`config.mk`:
```
export PLATFORM = sky130hd
export DESIGN_NAME = vt_char_sender
export DESIGN_NICKNAME = d
export VERILOG_FILES = /design/src/rtl/vt_pkg.sv /design/src/rtl/vt_sync_fifo.sv /design/src/rtl/vt_char_sender.sv
export SDC_FILE = /design/constraint.sdc
export NUM_CORES = 1
export LEC_CHECK = 0
export BUFFER_PORTS_ARGS = -buffer_cell sky130_fd_sc_hd__buf_2
export CELL_PAD_IN_SITES_DETAIL_PLACEMENT = 0
export CELL_PAD_IN_SITES_GLOBAL_PLACEMENT = 2
export CORE_AREA = 2 2 137 139
export CTS_CLUSTER_SIZE = 28
export DETAILED_ROUTE_END_ITERATION = 10
export DIE_AREA = 0 0 139 141
export PLACE_DENSITY = 0.79
export SLEW_MARGIN = 30
export SYNTH_ARGS = -nofsm -noshare
export SYNTH_HDL_FRONTEND = slang
export SYNTH_HIERARCHICAL = 1
export SYNTH_SLANG_ARGS = --single-unit
```
`constraint.sdc`:
```
create_clock -name clk -period 7.35 [get_ports clk]
set_input_delay 0.3675 -clock clk [delete_from_list [all_inputs] [get_ports clk]]
set_output_delay 0.3675 -clock clk [all_outputs]
set_load 0.02 [all_outputs]
```
`src/rtl/vt_pkg.sv`:
```
// Shared types and constants for the Apple 1 video-terminal character sender.
// Holds the FSM state enum, the 7-bit character type, the ASCII constants used
// by the optional uppercase fold and the fold helper itself.
package vt_pkg;

  typedef logic [6:0] vt_char_t;

  typedef enum logic [2:0] {
    ST_IDLE    = 3'd0,
    ST_SETUP   = 3'd1,
    ST_STROBE  = 3'd2,
    ST_ACK     = 3'd3,
    ST_RECOVER = 3'd4
  } vt_state_e;

  // Lowercase range folded onto uppercase by clearing the 0x20 bit.
  localparam vt_char_t ASCII_LC_A       = 7'h61;
  localparam vt_char_t ASCII_LC_Z       = 7'h7A;
  localparam vt_char_t ASCII_CASE_BIT   = 7'h20;
  // DEL has no glyph in the Apple 1 ROM; it is shown as an underscore.
  localparam vt_char_t ASCII_DEL        = 7'h7F;
  localparam vt_char_t ASCII_UNDERSCORE = 7'h5F;

  // Map a character onto the uppercase-only Apple 1 character set.
  function automatic vt_char_t vt_fold_char(input vt_char_t c);
    vt_char_t r;
    r = c;
    if (c == ASCII_DEL) begin
      r = ASCII_UNDERSCORE;
    end else if ((c >= ASCII_LC_A) && (c <= ASCII_LC_Z)) begin
      r = c & ~ASCII_CASE_BIT;
    end
    return r;
  endfunction

endpackage

```
`src/rtl/vt_sync_fifo.sv`:
```
// Single-clock FIFO for the character sender.
// Pointers carry one extra wrap bit so full/empty come from a plain compare of
// the registered pointers. A pop in the same cycle as a write at full frees
// the slot being written, so that write is accepted. A write that finds no
// room is dropped and latches the sticky overflow flag.
module vt_sync_fifo #(
  parameter int DEPTH  = 16,
  parameter int DATA_W = 7
) (
  input  logic              clk,
  input  logic              rst,
  input  logic [DATA_W-1:0] wr_data_i,
  input  logic              wr_en_i,
  input  logic              pop_i,
  output logic [DATA_W-1:0] rd_data_o,
  output logic              full_o,
  output logic              empty_o,
  output logic              ovf_o
);

  localparam int AW = $clog2(DEPTH);
  localparam logic [AW:0] PTR_ONE = {{AW{1'b0}}, 1'b1};

  logic [DATA_W-1:0] mem_q [DEPTH];
  logic [AW:0]       wr_ptr_q, wr_ptr_d;
  logic [AW:0]       rd_ptr_q, rd_ptr_d;
  logic              ovf_q, ovf_d;
  logic              do_wr, do_pop;

  assign empty_o = (wr_ptr_q == rd_ptr_q);
  assign full_o  = (wr_ptr_q[AW] != rd_ptr_q[AW]) &&
                   (wr_ptr_q[AW-1:0] == rd_ptr_q[AW-1:0]);

  assign do_pop = pop_i && !empty_o;
  assign do_wr  = wr_en_i && (!full_o || do_pop);

  assign rd_data_o = mem_q[rd_ptr_q[AW-1:0]];
  assign ovf_o     = ovf_q;

  // Next pointer values and sticky overflow accumulation.
  always_comb begin
    wr_ptr_d = wr_ptr_q;
    rd_ptr_d = rd_ptr_q;
    ovf_d    = ovf_q;
    if (do_wr) begin
      wr_ptr_d = wr_ptr_q + PTR_ONE;
    end
    if (do_pop) begin
      rd_ptr_d = rd_ptr_q + PTR_ONE;
    end
    if (wr_en_i && !do_wr) begin
      ovf_d = 1'b1;
    end
  end

  // Control state: pointers and overflow flag, cleared by reset.
  always_ff @(posedge clk or posedge rst) begin
    if (rst) begin
      wr_ptr_q <= '0;
      rd_ptr_q <= '0;
      ovf_q    <= 1'b0;
    end else begin
      wr_ptr_q <= wr_ptr_d;
      rd_ptr_q <= rd_ptr_d;
      ovf_q    <= ovf_d;
    end
  end

  // Storage array; contents are don't-care until written, so no reset.
  always_ff @(posedge clk) begin
    if (do_wr) begin
      mem_q[wr_ptr_q[AW-1:0]] <= wr_data_i;
    end
  end

endmodule

```
`src/rtl/vt_char_sender.sv`:
```
// Host-side character transmitter for the Apple 1 video terminal.
// Queues host characters and hands them to the terminal one at a time with a
// data-available strobe, using the terminal's ready/busy line as handshake.
// Optional build macro VT_SENDER_UCASE_FOLD_EN folds lowercase to uppercase
// and DEL to underscore as characters enter the queue.
module vt_char_sender
  import vt_pkg::*;
#(
  parameter int DEPTH       = 16,
  parameter int DA_HOLD     = 4,
  parameter int ACK_TIMEOUT = 1024
) (
  input  logic       clk,
  input  logic       rst,
  input  logic [6:0] wr_data,
  input  logic       wr_en,
  output logic       full,
  output logic [6:0] rd_out,
  output logic       da_out,
  input  logic       rda_in,
  output logic       busy,
  output logic       ovf
);

  localparam logic [7:0]  HOLD_LAST = 8'(DA_HOLD - 1);
  localparam logic [15:0] TO_LAST   = 16'(ACK_TIMEOUT - 1);

  vt_state_e state_q;
  vt_char_t  rd_q;
  logic      da_q;
  logic [7:0]  hold_cnt_q;
  logic [15:0] to_cnt_q;

  logic      sync1_q, rda_s_q;
  vt_char_t  wr_char;
  vt_char_t  fifo_head;
  logic      fifo_full, fifo_empty, fifo_ovf;
  logic      pop;

`ifdef VT_SENDER_UCASE_FOLD_EN
  assign wr_char = vt_fold_char(wr_data);
`else
  assign wr_char = wr_data;
`endif

  vt_sync_fifo #(
    .DEPTH  (DEPTH),
    .DATA_W (7)
  ) u_fifo (
    .clk       (clk),
    .rst       (rst),
    .wr_data_i (wr_char),
    .wr_en_i   (wr_en),
    .pop_i     (pop),
    .rd_data_o (fifo_head),
    .full_o    (fifo_full),
    .empty_o   (fifo_empty),
    .ovf_o     (fifo_ovf)
  );

  // A character leaves the queue only from IDLE with a ready terminal.
  assign pop = (state_q == ST_IDLE) && !fifo_empty && rda_s_q;

  // Two-flop synchronizer for the terminal ready line; idles at "ready".
  always_ff @(posedge clk or posedge rst) begin
    if (rst) begin
      sync1_q <= 1'b1;
      rda_s_q <= 1'b1;
    end else begin
      sync1_q <= rda_in;
      rda_s_q <= sync1_q;
    end
  end

  // Handshake sequencer: owns rd_out, da_out and the strobe/timeout counters.
  always_ff @(posedge clk or posedge rst) begin
    if (rst) begin
      state_q    <= ST_IDLE;
      rd_q       <= '0;
      da_q       <= 1'b0;
      hold_cnt_q <= '0;
      to_cnt_q   <= '0;
    end else begin
      case (state_q)
        ST_IDLE: begin
          if (pop) begin
            rd_q    <= fifo_head;
            state_q <= ST_SETUP;
          end
        end
        // One cycle of settled data ahead of the strobe.
        ST_SETUP: begin
          da_q       <= 1'b1;
          hold_cnt_q <= HOLD_LAST;
          state_q    <= ST_STROBE;
        end
        ST_STROBE: begin
          if (hold_cnt_q == 8'd0) begin
            da_q     <= 1'b0;
            to_cnt_q <= '0;
            state_q  <= ST_ACK;
          end else begin
            hold_cnt_q <= hold_cnt_q - 8'd1;
          end
        end
        // Terminal should go busy; give up after the timeout so a missed
        // strobe cannot wedge the queue.
        ST_ACK: begin
          if (!rda_s_q || (to_cnt_q == TO_LAST)) begin
            state_q <= ST_RECOVER;
          end else begin
            to_cnt_q <= to_cnt_q + 16'd1;
          end
        end
        ST_RECOVER: begin
          if (rda_s_q) begin
            state_q <= ST_IDLE;
          end
        end
        default: begin
          da_q    <= 1'b0;
          state_q <= ST_IDLE;
        end
      endcase
    end
  end

  assign rd_out = rd_q;
  assign da_out = da_q;
  assign full   = fifo_full;
  assign ovf    = fifo_ovf;
  // Built only from registered state, so it moves the cycle after a write/pop.
  assign busy   = !fifo_empty || (state_q != ST_IDLE);

endmodule

```
==> metrics.cfg <==
[outcome]
outcome = completed

[placement]
dpl_cell_area_mm2 = 0.00737
numPortBuffers = 21
globalplace.congestion = 0.770
hpwl_um = 10400

[timing]
skew_ns = 0.00806
fin_crit_sh_pct = 47.1
period_minus_slack_ns = 3.46
hold_viol = 0
tightest_slew_ns = 0.891
slew_violations = 0
slew_headroom_pct = 40.1
setup_viol = 0
clock.fmax_ghz = 0.289
setup_tns_ns = 0
rsz0062_at_grt = false

[drt]
drc = 0
postRouteAntennaNets = 0
wl_um = 15400
first_pass_iters = 5
drt-vias-per-instance = 5.68
dr_total_vias = 4049
routed_wire_length_per_instance_um = 21.6
drt_iter0_drc = 284

[finish]
syn_to_final_growth_pct = 11.9
fin_area_mm2 = 0.00795
n_antenna_cell = 0
drive_gt1_share_pct = 25.5
nNetsFinal = 485
fillers = 1613

[job]
drv_cap = 0

[worst_setup_path]
crit_path_end_kind = register
r2r_end = u_fifo/mem_q[12][5]
crit_arrival_ns = 3.55
critPathMaxFanout = 32
cp.required_ns = 7.44
r2r-start = u_fifo/rd_ptr_q[1]
r2r_cells = 8
cp-start-kind = register
cp-startpoint = u_fifo/rd_ptr_q[1]
cp-endpoint = u_fifo/mem_q[12][5]
path_class = register to register
reg2reg_setup_slack_ns = 3.89

[clock_tree]
cts_resized = 0
cts_buffers = 17
cts_setup_buffers = 0
clock-sinks = 160
cts.clk_slew.worst_paths_ns = 0.06
htree_levels = 4
clock_latency_ns = 0.42
cts_max_path_buffers = 2
cts_tree = built
clockRootBuffer = clkbuf_16

[global_route]
antenna_found_initial = 0
grt_overflow = 0
grt_pass1_wl_um = 24100
grt_pass1_vias = 4092
grt_max_degree = 38
track_usage_pct = 16.3

[yosys]
synth_warnings = 6
synth-main-ff-cell = edfxtp_1
synth_fp_nets = 468
synthesis.area_mm2 = 0.00711
synth_edf_count = 112
yosys.cell_types.count = 72
synth_area_per_cell_um2 = 15.8
seq_area_frac_synth_pct = 64.3
synthCells = 449
async_reset_ff_share_pct = 30.0
ys_ff_latch = 160

[floorplan]
die_area_mm2 = 0.0196
core_mm2 = 0.0183
pin_count = 22
die_x_um = 139
row_count = 50
die_y_um = 141
initial_core_util_pct = 38.9

[power_and_ir_drop]
p_leak_nw = 2.86
power_density_mw_per_mm2 = 385
ir_drop_mv = 0.206

[min_path]
hold_path_class = primary input to register

==> how the worst min path moves through the flow <==
stage,end,slack (ns),start,cells past startpoint
3_3_place_gp,rda_s_q,0.35,sync1_q,0
5_1_grt,sync1_q,0.03,rda_in,1
3_5_place_dp,rda_s_q,0.35,sync1_q,0
4_1_cts,sync1_q,0.03,rda_in,1
6_report,sync1_q,0.05,rda_in,1
2_1_floorplan,u_fifo/ovf_o,0.22,rst,1
==> repair_timing <==
action,CTS,global route
hold endpoints to repair,11,0
hold buffers,1,0
endpoints found under the setup margin,0,0
==> sequential cells by signal, indices dropped and copies added, names as in the netlist <==
signal           count
rd_out               7
da_out               1
to_cnt_q            16
hold_cnt_q           8
u_fifo/wr_ptr_q      5
sync1_q              1
state_q              3
u_fifo/mem_q       112
rda_s_q              1
u_fifo/ovf_o         1
u_fifo/rd_ptr_q      5
==> where the power goes <==
| part | leakage (nW) | switching [mW] | internal (mW) |
|---|---|---|---|
| clock network | 0.278 | 0.374 | 0.478 |
| logic | 0.957 | 0.493 | 0.413 |
| registers | 1.62 | 0.178 | 1.12 |
==> critical path: stages, from the launching register on <==
cell and delay (ns):
dfrtp_4 0.81, xnor2_2 0.16, nand4_2 0.21, nor2_1 0.10
nand3b_1 0.43, inv_1 0.34, nor2_1 0.16, a21boi_4 0.46
and3_1 0.44
==> cell usage after synthesis, types with 2 or more instances <==
library cell  count  area, µm²
xor2_1            5       43.8
a21oi_1          11       55.1
nand4_1           7       43.8
mux2_2            9        101
a31o_2            2       17.5
edfxtp_1        112       3360
ha_1              8        100
nor3_1            7       35.0
a21o_1            3       22.5
nand2_1          18       67.6
nor2b_1           5       31.3
o31ai_1           3       22.5
nand3_1           9       45.0
clkbuf_1          7       26.3
a41oi_1           4       35.0
o211ai_1          4       30.0
mux4_2           28        631
xnor2_2           3       48.8
nand2b_1          5       31.3
buf_2            10       50.1
buf_6             4       45.0
a22oi_1          14        105
nand3b_1          2       15.0
clkbuf_2          2       10.0
nand4_2           2       25.0
and2_1            2       12.5
nor2_1           15       56.3
inv_1            14       52.6
or4_1             2       15.0
dfstp_2           2       52.6
and3_1           15       93.8
a31oi_4           5        106
buf_4             2       15.0
xnor2_1           7       61.3
dfrtp_1          46       1150
a31oi_1          14       87.6
o21ai_0           6       30.0
==> per-stage QoR <==
stage               worst slack [ns]  util, %  power (mW)  std cells  hold WS, ns
floorplan                       4.79        -        2.01        449        0.220
global placement                3.72     40.2        2.20        679        0.348
detailed placement              3.61     40.3        2.23        680        0.350
CTS                             3.59     43.5        3.08        713       0.0268
global route                    3.58     43.5        3.22        713       0.0279
finish                          3.89     43.5        3.06        713       0.0461
==> routing by layer <==
layer	track usage, %	up-vias	share of wire (%)
met5	0	-	0
met4	6.49	0	2.3
met3	3.74	24	4.5
met2	25.9	129	49
met1	21.9	2093	44
li1	-	1803	-
==> cell usage in the layout (no fill, tap or decap), types with 9 or more instances in the layout <==
| master | count |
|---|---|
| edfxtp_1 | 112 |
| a21oi_1 | 11 |
| nor2_1 | 15 |
| nand2_1 | 18 |
| clkbuf_16 | 17 |
| inv_1 | 14 |
| nand3_1 | 9 |
| mux4_2 | 28 |
| mux2_2 | 9 |
| a31oi_1 | 14 |
| buf_2 | 21 |
| dfrtp_1 | 45 |
| and3_1 | 15 |
| a22oi_1 | 14 |
==> area by class of cell <==
type / count / area [µm²] / share of cell area, %
clock buffer: 18 / 429 / 5.40
clock inverter: 14 / 145 / 1.83
inverter: 14 / 52.6 / 0.661
multi-input combinational: 248 / 2320 / 29.1
sequential: 160 / 4570 / 57.5
tap: 234 / 293 / 3.68
timing repair buffer: 25 / 145 / 1.83
==> logic make-up (layout without fill, tap and decap cells) <==
| group | after synthesis | after routing | share of synthesized area (%) |
|---|---|---|---|
| flops | 160 | 160 | 64.3 |
| simple gates | 105 | 105 | 9.00 |
| compound gates | 82 | 82 | 9.60 |
| buf+inv | 41 | 71 | 3.13 |
| mux | 38 | 38 | 10.4 |
| xor+xnor | 15 | 15 | 2.17 |
| fa+ha+maj | 8 | 8 | 1.41 |
Note: power is estimated with default switching activity, not from simulation.
